## config.mk

```make
export PLATFORM = sky130hd
export DESIGN_NAME = dsp48a1_mac_seq_flat
export DESIGN_NICKNAME = d
export VERILOG_FILES = /design/src/rtl/dsp48a1_mac_seq_if.sv /design/src/rtl/dsp48a1_mac_seq.sv /design/src/flat_wrapper.sv
export SDC_FILE = /design/constraint.sdc
export NUM_CORES = 1
export LEC_CHECK = 0
export ABC_AREA = 0
export BUFFER_PORTS_ARGS = -buffer_cell sky130_fd_sc_hd__buf_2
export CAP_MARGIN = 20
export CORE_UTILIZATION = 45
export DETAILED_ROUTE_END_ITERATION = 16
export PLACE_DENSITY = 0.9
export SLEW_MARGIN = 25
export SYNTH_ARGS = -nofsm -noshare
export SYNTH_HDL_FRONTEND = slang
export SYNTH_SLANG_ARGS = --single-unit
export TNS_END_PERCENT = 10
```

## constraint.sdc

```tcl
create_clock -name clk -period 3.7 [get_ports clk]
set_input_delay 0.37 -clock clk [delete_from_list [all_inputs] [get_ports clk]]
set_output_delay 0.37 -clock clk [all_outputs]
set_load 0.1 [all_outputs]
```

## src/rtl/dsp48a1_mac_seq_if.sv

```systemverilog
// Operand stream and result stream between a sample source and dsp48a1_mac_seq.
interface dsp48a1_mac_seq_if #(
  parameter int unsigned WIDTH   = 18,
  parameter int unsigned WIDTH_2 = 48
);
  logic               in_valid;
  logic               in_ready;
  logic [WIDTH-1:0]   in_a;
  logic [WIDTH-1:0]   in_b;
  logic               in_last;
  logic               res_valid;
  logic               res_ready;
  logic [WIDTH_2-1:0] res_data;
  logic               res_ovf;

  modport master (
    output in_valid, in_a, in_b, in_last, res_ready,
    input  in_ready, res_valid, res_data, res_ovf
  );

  modport slave (
    input  in_valid, in_a, in_b, in_last, res_ready,
    output in_ready, res_valid, res_data, res_ovf
  );
endinterface

```

## src/rtl/dsp48a1_mac_seq.sv

```systemverilog
// Operand-side sequencer for one DSP48A1 slice (A1REG/B1REG/MREG/PREG/OPMODEREG = 1).
// Streams (a, b) pairs into the slice with OPMODE aligned one cycle behind the
// operands, then captures the 48-bit dot product from P four cycles after the last beat.
// Optional feature: define DSP48A1_MAC_SEQ_CARRY_EN to track a sticky carry-out in res_ovf.
module dsp48a1_mac_seq #(
  parameter int unsigned WIDTH   = 18,
  parameter int unsigned WIDTH_2 = 48
) (
  input  logic               clk,
  input  logic               rst,
  dsp48a1_mac_seq_if.slave   s_if,
  output logic [WIDTH-1:0]   o_dsp_a,
  output logic [WIDTH-1:0]   o_dsp_b,
  output logic [7:0]         o_dsp_opmode,
  input  logic [WIDTH_2-1:0] i_dsp_p,
  input  logic               i_dsp_carryout
);

  localparam int unsigned CNT_W     = 3;
  localparam logic [CNT_W-1:0] DRAIN_LOAD = CNT_W'(3);
  localparam logic [7:0] OP_FIRST  = 8'h01;  // P = M
  localparam logic [7:0] OP_ACCUM  = 8'h09;  // P = P + M
  localparam logic [7:0] OP_BUBBLE = 8'h08;  // P = P + 0

  typedef enum logic [1:0] {
    S_IDLE  = 2'd0,
    S_ACCUM = 2'd1,
    S_DRAIN = 2'd2,
    S_HOLD  = 2'd3
  } state_t;

  state_t             r_state;
  state_t             w_state_nxt;
  logic [CNT_W-1:0]   r_cnt;
  logic [CNT_W-1:0]   w_cnt_nxt;
  logic               w_accept;
  logic               w_first;
  logic               w_capture;
  logic               w_in_ready_nxt;
  logic               w_res_valid_nxt;
  logic               w_res_ovf;
  logic               r_in_ready;
  logic               r_res_valid;
  logic               r_beat_vld;
  logic               r_beat_first;
  logic [WIDTH_2-1:0] r_res_data;
  logic [WIDTH-1:0]   r_dsp_a;
  logic [WIDTH-1:0]   r_dsp_b;
  logic [7:0]         r_dsp_opmode;

  assign w_accept = s_if.in_valid && r_in_ready;

  // State register.
  always_ff @(posedge clk or posedge rst) begin
    if (rst) r_state <= S_IDLE;
    else     r_state <= w_state_nxt;
  end

  // Next-state decode.
  always_comb begin
    w_state_nxt = r_state;
    case (r_state)
      S_IDLE:  if (w_accept) w_state_nxt = s_if.in_last ? S_DRAIN : S_ACCUM;
      S_ACCUM: if (w_accept && s_if.in_last) w_state_nxt = S_DRAIN;
      S_DRAIN: if (r_cnt == '0) w_state_nxt = S_HOLD;
      S_HOLD:  if (s_if.res_ready) w_state_nxt = S_IDLE;
      default: w_state_nxt = S_IDLE;
    endcase
  end

  // Output/control decode: first-beat tag, drain counter, capture strobe, handshakes.
  always_comb begin
    w_first         = 1'b0;
    w_capture       = 1'b0;
    w_cnt_nxt       = r_cnt;
    w_in_ready_nxt  = (w_state_nxt == S_IDLE) || (w_state_nxt == S_ACCUM);
    w_res_valid_nxt = (w_state_nxt == S_HOLD);
    case (r_state)
      S_IDLE: begin
        w_first = w_accept;
        if (w_accept && s_if.in_last) w_cnt_nxt = DRAIN_LOAD;
      end
      S_ACCUM: begin
        if (w_accept && s_if.in_last) w_cnt_nxt = DRAIN_LOAD;
      end
      S_DRAIN: begin
        if (r_cnt == '0) w_capture = 1'b1;
        else             w_cnt_nxt = r_cnt - CNT_W'(1);
      end
      default: ;
    endcase
  end

  // Registered handshake outputs and drain counter.
  always_ff @(posedge clk or posedge rst) begin
    if (rst) begin
      r_in_ready  <= 1'b1;
      r_res_valid <= 1'b0;
      r_cnt       <= '0;
    end else begin
      r_in_ready  <= w_in_ready_nxt;
      r_res_valid <= w_res_valid_nxt;
      r_cnt       <= w_cnt_nxt;
    end
  end

  // Operand launch; OPMODE follows one cycle later to meet the slice's extra A/B-to-M stage.
  always_ff @(posedge clk or posedge rst) begin
    if (rst) begin
      r_dsp_a      <= '0;
      r_dsp_b      <= '0;
      r_beat_vld   <= 1'b0;
      r_beat_first <= 1'b0;
      r_dsp_opmode <= 8'h00;
    end else begin
      r_dsp_a      <= w_accept ? s_if.in_a : '0;
      r_dsp_b      <= w_accept ? s_if.in_b : '0;
      r_beat_vld   <= w_accept;
      r_beat_first <= w_first;
      if (r_beat_vld) r_dsp_opmode <= r_beat_first ? OP_FIRST : OP_ACCUM;
      else            r_dsp_opmode <= OP_BUBBLE;
    end
  end

  // Result capture from slice P once the last beat has propagated.
  always_ff @(posedge clk or posedge rst) begin
    if (rst)            r_res_data <= '0;
    else if (w_capture) r_res_data <= i_dsp_p;
  end

`ifdef DSP48A1_MAC_SEQ_CARRY_EN
  logic [3:0] r_tag;
  logic       r_res_ovf;

  // Beat tags delayed to the cycle its CARRYOUT is visible; OR carries into a sticky flag.
  always_ff @(posedge clk or posedge rst) begin
    if (rst) begin
      r_tag     <= '0;
      r_res_ovf <= 1'b0;
    end else begin
      r_tag <= {r_tag[2:0], w_accept};
      if (w_first)                          r_res_ovf <= 1'b0;
      else if (r_tag[3] && i_dsp_carryout)  r_res_ovf <= 1'b1;
    end
  end

  assign w_res_ovf = r_res_ovf;
`else
  logic w_unused_carry;
  assign w_unused_carry = i_dsp_carryout;
  assign w_res_ovf      = 1'b0;
`endif

  assign s_if.in_ready  = r_in_ready;
  assign s_if.res_valid = r_res_valid;
  assign s_if.res_data  = r_res_data;
  assign s_if.res_ovf   = w_res_ovf;
  assign o_dsp_a        = r_dsp_a;
  assign o_dsp_b        = r_dsp_b;
  assign o_dsp_opmode   = r_dsp_opmode;

endmodule

```

## src/flat_wrapper.sv

```systemverilog
// flat-port wrapper written by rule: the top's interface ports become plain ports
module dsp48a1_mac_seq_flat 
#(
  parameter int unsigned WIDTH   = 18,
  parameter int unsigned WIDTH_2 = 48
)
  (clk, rst, o_dsp_a, o_dsp_b, o_dsp_opmode, i_dsp_p, i_dsp_carryout, s_if_in_valid, s_if_in_a, s_if_in_b, s_if_in_last, s_if_res_ready, s_if_in_ready, s_if_res_valid, s_if_res_data, s_if_res_ovf);
  dsp48a1_mac_seq_if #(.WIDTH(WIDTH), .WIDTH_2(WIDTH_2)) s_if_i ();
  input  logic clk;
  input  logic rst;
  output logic [WIDTH-1:0] o_dsp_a;
  output logic [WIDTH-1:0] o_dsp_b;
  output logic [7:0] o_dsp_opmode;
  input  logic [WIDTH_2-1:0] i_dsp_p;
  input  logic i_dsp_carryout;
  input wire logic [$bits(s_if_i.in_valid)-1:0] s_if_in_valid;
  input wire logic [$bits(s_if_i.in_a)-1:0] s_if_in_a;
  input wire logic [$bits(s_if_i.in_b)-1:0] s_if_in_b;
  input wire logic [$bits(s_if_i.in_last)-1:0] s_if_in_last;
  input wire logic [$bits(s_if_i.res_ready)-1:0] s_if_res_ready;
  output wire logic [$bits(s_if_i.in_ready)-1:0] s_if_in_ready;
  output wire logic [$bits(s_if_i.res_valid)-1:0] s_if_res_valid;
  output wire logic [$bits(s_if_i.res_data)-1:0] s_if_res_data;
  output wire logic [$bits(s_if_i.res_ovf)-1:0] s_if_res_ovf;
  assign s_if_i.in_valid = s_if_in_valid;
  assign s_if_i.in_a = s_if_in_a;
  assign s_if_i.in_b = s_if_in_b;
  assign s_if_i.in_last = s_if_in_last;
  assign s_if_i.res_ready = s_if_res_ready;
  assign s_if_in_ready = s_if_i.in_ready;
  assign s_if_res_valid = s_if_i.res_valid;
  assign s_if_res_data = s_if_i.res_data;
  assign s_if_res_ovf = s_if_i.res_ovf;
  dsp48a1_mac_seq #(.WIDTH(WIDTH), .WIDTH_2(WIDTH_2)) u_core (.clk(clk), .rst(rst), .s_if(s_if_i), .o_dsp_a(o_dsp_a), .o_dsp_b(o_dsp_b), .o_dsp_opmode(o_dsp_opmode), .i_dsp_p(i_dsp_p), .i_dsp_carryout(i_dsp_carryout));
endmodule
```

==> impl_metrics.env <==
export IMPL_rows=32
export IMPL_fp_dieW_um=91.4
export IMPL_max_stage_delay_ns=0.77
export IMPL_fin_util=0.601
export IMPL_synth_mux_area_frac=0.179
export IMPL_syn_inst=234
export IMPL_skew_ns=0.0149
export IMPL_outcome="finished clean"
export IMPL_syn_mean_instance_area_um2=15.4
export IMPL_setup_viol_count_final=0
export IMPL_vias_per_cell=4.71
export IMPL_hold_violations=0
export IMPL_relSlewSlack=0.445
export IMPL_crit_slowest_cell="and3b_4"
export IMPL_io_buffer_count=176
export IMPL_synth_xor_area_frac=0
export IMPL_fin_tns_setup_ns=0
export IMPL_numCtsBuffers=9
export IMPL_cts_htree_levels=3
export IMPL_start_kind="register"
export IMPL_synth_simple_area_share=0.0925
export IMPL_syn2layout_area_growth_pct=29.1
export IMPL_vias=2413
export IMPL_crit_fanout=48
export IMPL_grt_start_max_net_pins=96
export IMPL_worst_pin_slew_ns=0.832
export IMPL_final_area_um2=4640
export IMPL_start_util=0.466
export IMPL_worst_setup_path_end_kind="register"
export IMPL_cts_buffer_depth=2
export IMPL_cts_hold_buf=0
export IMPL_cts_resized=0
export IMPL_seq_area_frac_synth=0.661
export IMPL_cp_arrival_ns=2.44
export IMPL_final_max_slew_viol_count=0
export IMPL_drt_pass1_iter_count=4
export IMPL_cts_tree="yes"
export IMPL_final_nets=497
export IMPL_grt_antenna_before_repair=0
export IMPL_cts_sinks=95
export IMPL_drc=0
export IMPL_rsz0062_at_grt="false"
export IMPL_diodes=0
export IMPL_synth_top_family_by_area="multiplexers"
export IMPL_grt_usage=0.168
export IMPL_r2r_end="u_core.s_if.res_data[6]"
export IMPL_synth_area_um2=3600
export IMPL_io_pins=185
export IMPL_coreArea_um2=7730
export IMPL_ant_nets=0
export IMPL_synth_cell_types=27
export IMPL_die_h_um=91.4
export IMPL_initialDrtViolationCount=74
export IMPL_clk_latency_ns=0.35
export IMPL_synth_compound_area_frac=0.00765
export IMPL_wl_um=6860
export IMPL_ys_warn_count=0
export IMPL_overflow=0
export IMPL_crit_chain="inv_1 > ha_1 > nor2b_2 > and3b_4 > mux2_2"
export IMPL_period_share=0.599
export IMPL_maxCapViolations=0
export IMPL_reg2reg_slack_ns=1.48
export IMPL_reg2reg_depth=5
export IMPL_ys_seq_elements=95
export IMPL_fmax_mhz=451
export IMPL_drive_above_1_share=0.593
export IMPL_synth_fa_ha_area_frac=0.00695
export IMPL_gp_congestion=0.743
export IMPL_cp_required_ns=3.93
export IMPL_design_die_area_um2=8360
export IMPL_whs_ns=0.146
export IMPL_min_path_type="input pin to asynchronous set/reset pin"
export IMPL_worstReg2RegStart="u_core.r_cnt[0]"
export IMPL_grt_pass1_wl_um=11000
export IMPL_detailed_place_area_um2=4460
export IMPL_post_cts_setup_buffer_count=0
export IMPL_clk_pin_slew_ns=0.09
export IMPL_path_class="register to register"
export IMPL_dpl_hpwl_um=4900
export IMPL_grt_pass1_vias=2489
export IMPL_layout_min_cycle_time_ns=2.22
export IMPL_clock_root_buffer="clkbuf_8"
export IMPL_fillers=639
export IMPL_routedWlPerCell_um=13.4
-- cells in the final DEF, fill, tap and decap left out, types with 2 or more instances in the layout --
| cell type | count |
|---|---|
| inv_6 | 4 |
| conb_1 | 7 |
| mux2_4 | 20 |
| dfrtp_1 | 94 |
| o21ai_0 | 2 |
| buf_2 | 176 |
| nor3b_1 | 3 |
| nand2_1 | 4 |
| nor2_1 | 4 |
| inv_1 | 3 |
| mux2_2 | 28 |
| mux2i_1 | 3 |
| ha_1 | 2 |
| clkbuf_8 | 10 |
| and3_1 | 36 |
-- area by class of cell --
type | count | area (µm²) | area share
Clock buffer | 11 | 141 | 0.0304
Clock inverter | 5 | 38.8 | 0.00835
Inverter | 4 | 20.0 | 0.00431
Multi-Input combinational cell | 119 | 1060 | 0.228
Sequential cell | 95 | 2380 | 0.512
Tap cell | 102 | 128 | 0.0275
Timing Repair Buffer | 176 | 881 | 0.190
-- Yosys cell counts --
cell type | number | area share
a21oi_1 | 1 | 0.0014
a31oi_1 | 1 | 0.0017
and2_1 | 1 | 0.0017
and3_1 | 36 | 0.063
and3b_4 | 1 | 0.0035
and4b_1 | 1 | 0.0028
buf_12 | 3 | 0.017
buf_2 | 1 | 0.0014
buf_4 | 10 | 0.021
clkbuf_1 | 8 | 0.0083
conb_1 | 1 | 0.0010
dfrtp_1 | 94 | 0.65
dfstp_2 | 1 | 0.0073
ha_1 | 2 | 0.0070
inv_1 | 4 | 0.0042
mux2_2 | 28 | 0.088
mux2_4 | 20 | 0.083
mux2i_1 | 3 | 0.0083
nand2_1 | 4 | 0.0042
nand3_1 | 1 | 0.0014
nor2_1 | 4 | 0.0042
nor2b_1 | 1 | 0.0017
nor2b_2 | 1 | 0.0024
nor3b_1 | 3 | 0.0063
o21ai_0 | 2 | 0.0028
o22ai_1 | 1 | 0.0017
or3_1 | 1 | 0.0017
-- routing by layer --
layer,track usage,part of all wire
met1,0.187,0.39
met2,0.305,0.51
met3,0.0452,0.088
met4,0.0648,0.011
met5,0,0
-- worst max-delay path by stage --
stage / startpoint / endpoint / slack (ns)
4_1_cts: u_core.r_cnt[0] / u_core.s_if.res_data[6] / 1.45
5_1_grt: u_core.r_cnt[1] / u_core.s_if.res_data[6] / 1.37
3_5_place_dp: u_core.r_cnt[0] / u_core.s_if.res_data[6] / 1.46
6_report: u_core.r_cnt[0] / u_core.s_if.res_data[6] / 1.48
3_3_place_gp: u_core.r_cnt[0] / u_core.s_if.res_data[13] / 1.56
2_1_floorplan: rst / u_core.o_dsp_a[0] / 0.85
-- sequential cells by signal, summed over array words and instances, names as in the netlist --
name,count
u_core.r_cnt,3
u_core.s_if.res_data,48
u_core.s_if.in_ready,1
u_core.o_dsp_b,18
u_core.s_if.res_valid,1
u_core.o_dsp_a,18
u_core.r_beat_vld,1
u_core.r_beat_first,1
u_core.o_dsp_opmode,2
u_core.r_state,2
-- critical path, delay by kind of cell (launching register included) --
kind	cells	cell delay, ns
adders and majority gates	1	0.17
and+or+nand+nor	2	1.00
muxes	1	0.42
buffers and inverters	1	0.09
DFF	1	0.40
-- logic make-up (layout without fill, tap and decap cells) --
| family | after synthesis | in the layout |
|---|---|---|
| fa+ha+maj | 2 | 2 |
| other cells | 1 | 7 |
| simple gates | 54 | 54 |
| mux | 51 | 51 |
| buf+inv | 26 | 196 |
| flops | 95 | 95 |
| compound gates | 5 | 5 |
-- per-stage QoR --
step / worst slack [ns] / instances
2_1_floorplan: 0.855 / 240
3_3_place_gp: 1.56 / 496
3_5_place_dp: 1.46 / 496
4_1_cts: 1.45 / 512
5_1_grt: 1.37 / 512
6_report: 1.48 / 512
Power is left out: the tool's default activity adds up to more than one toggle a clock period on the data nets, which glitch-free logic cannot reach.
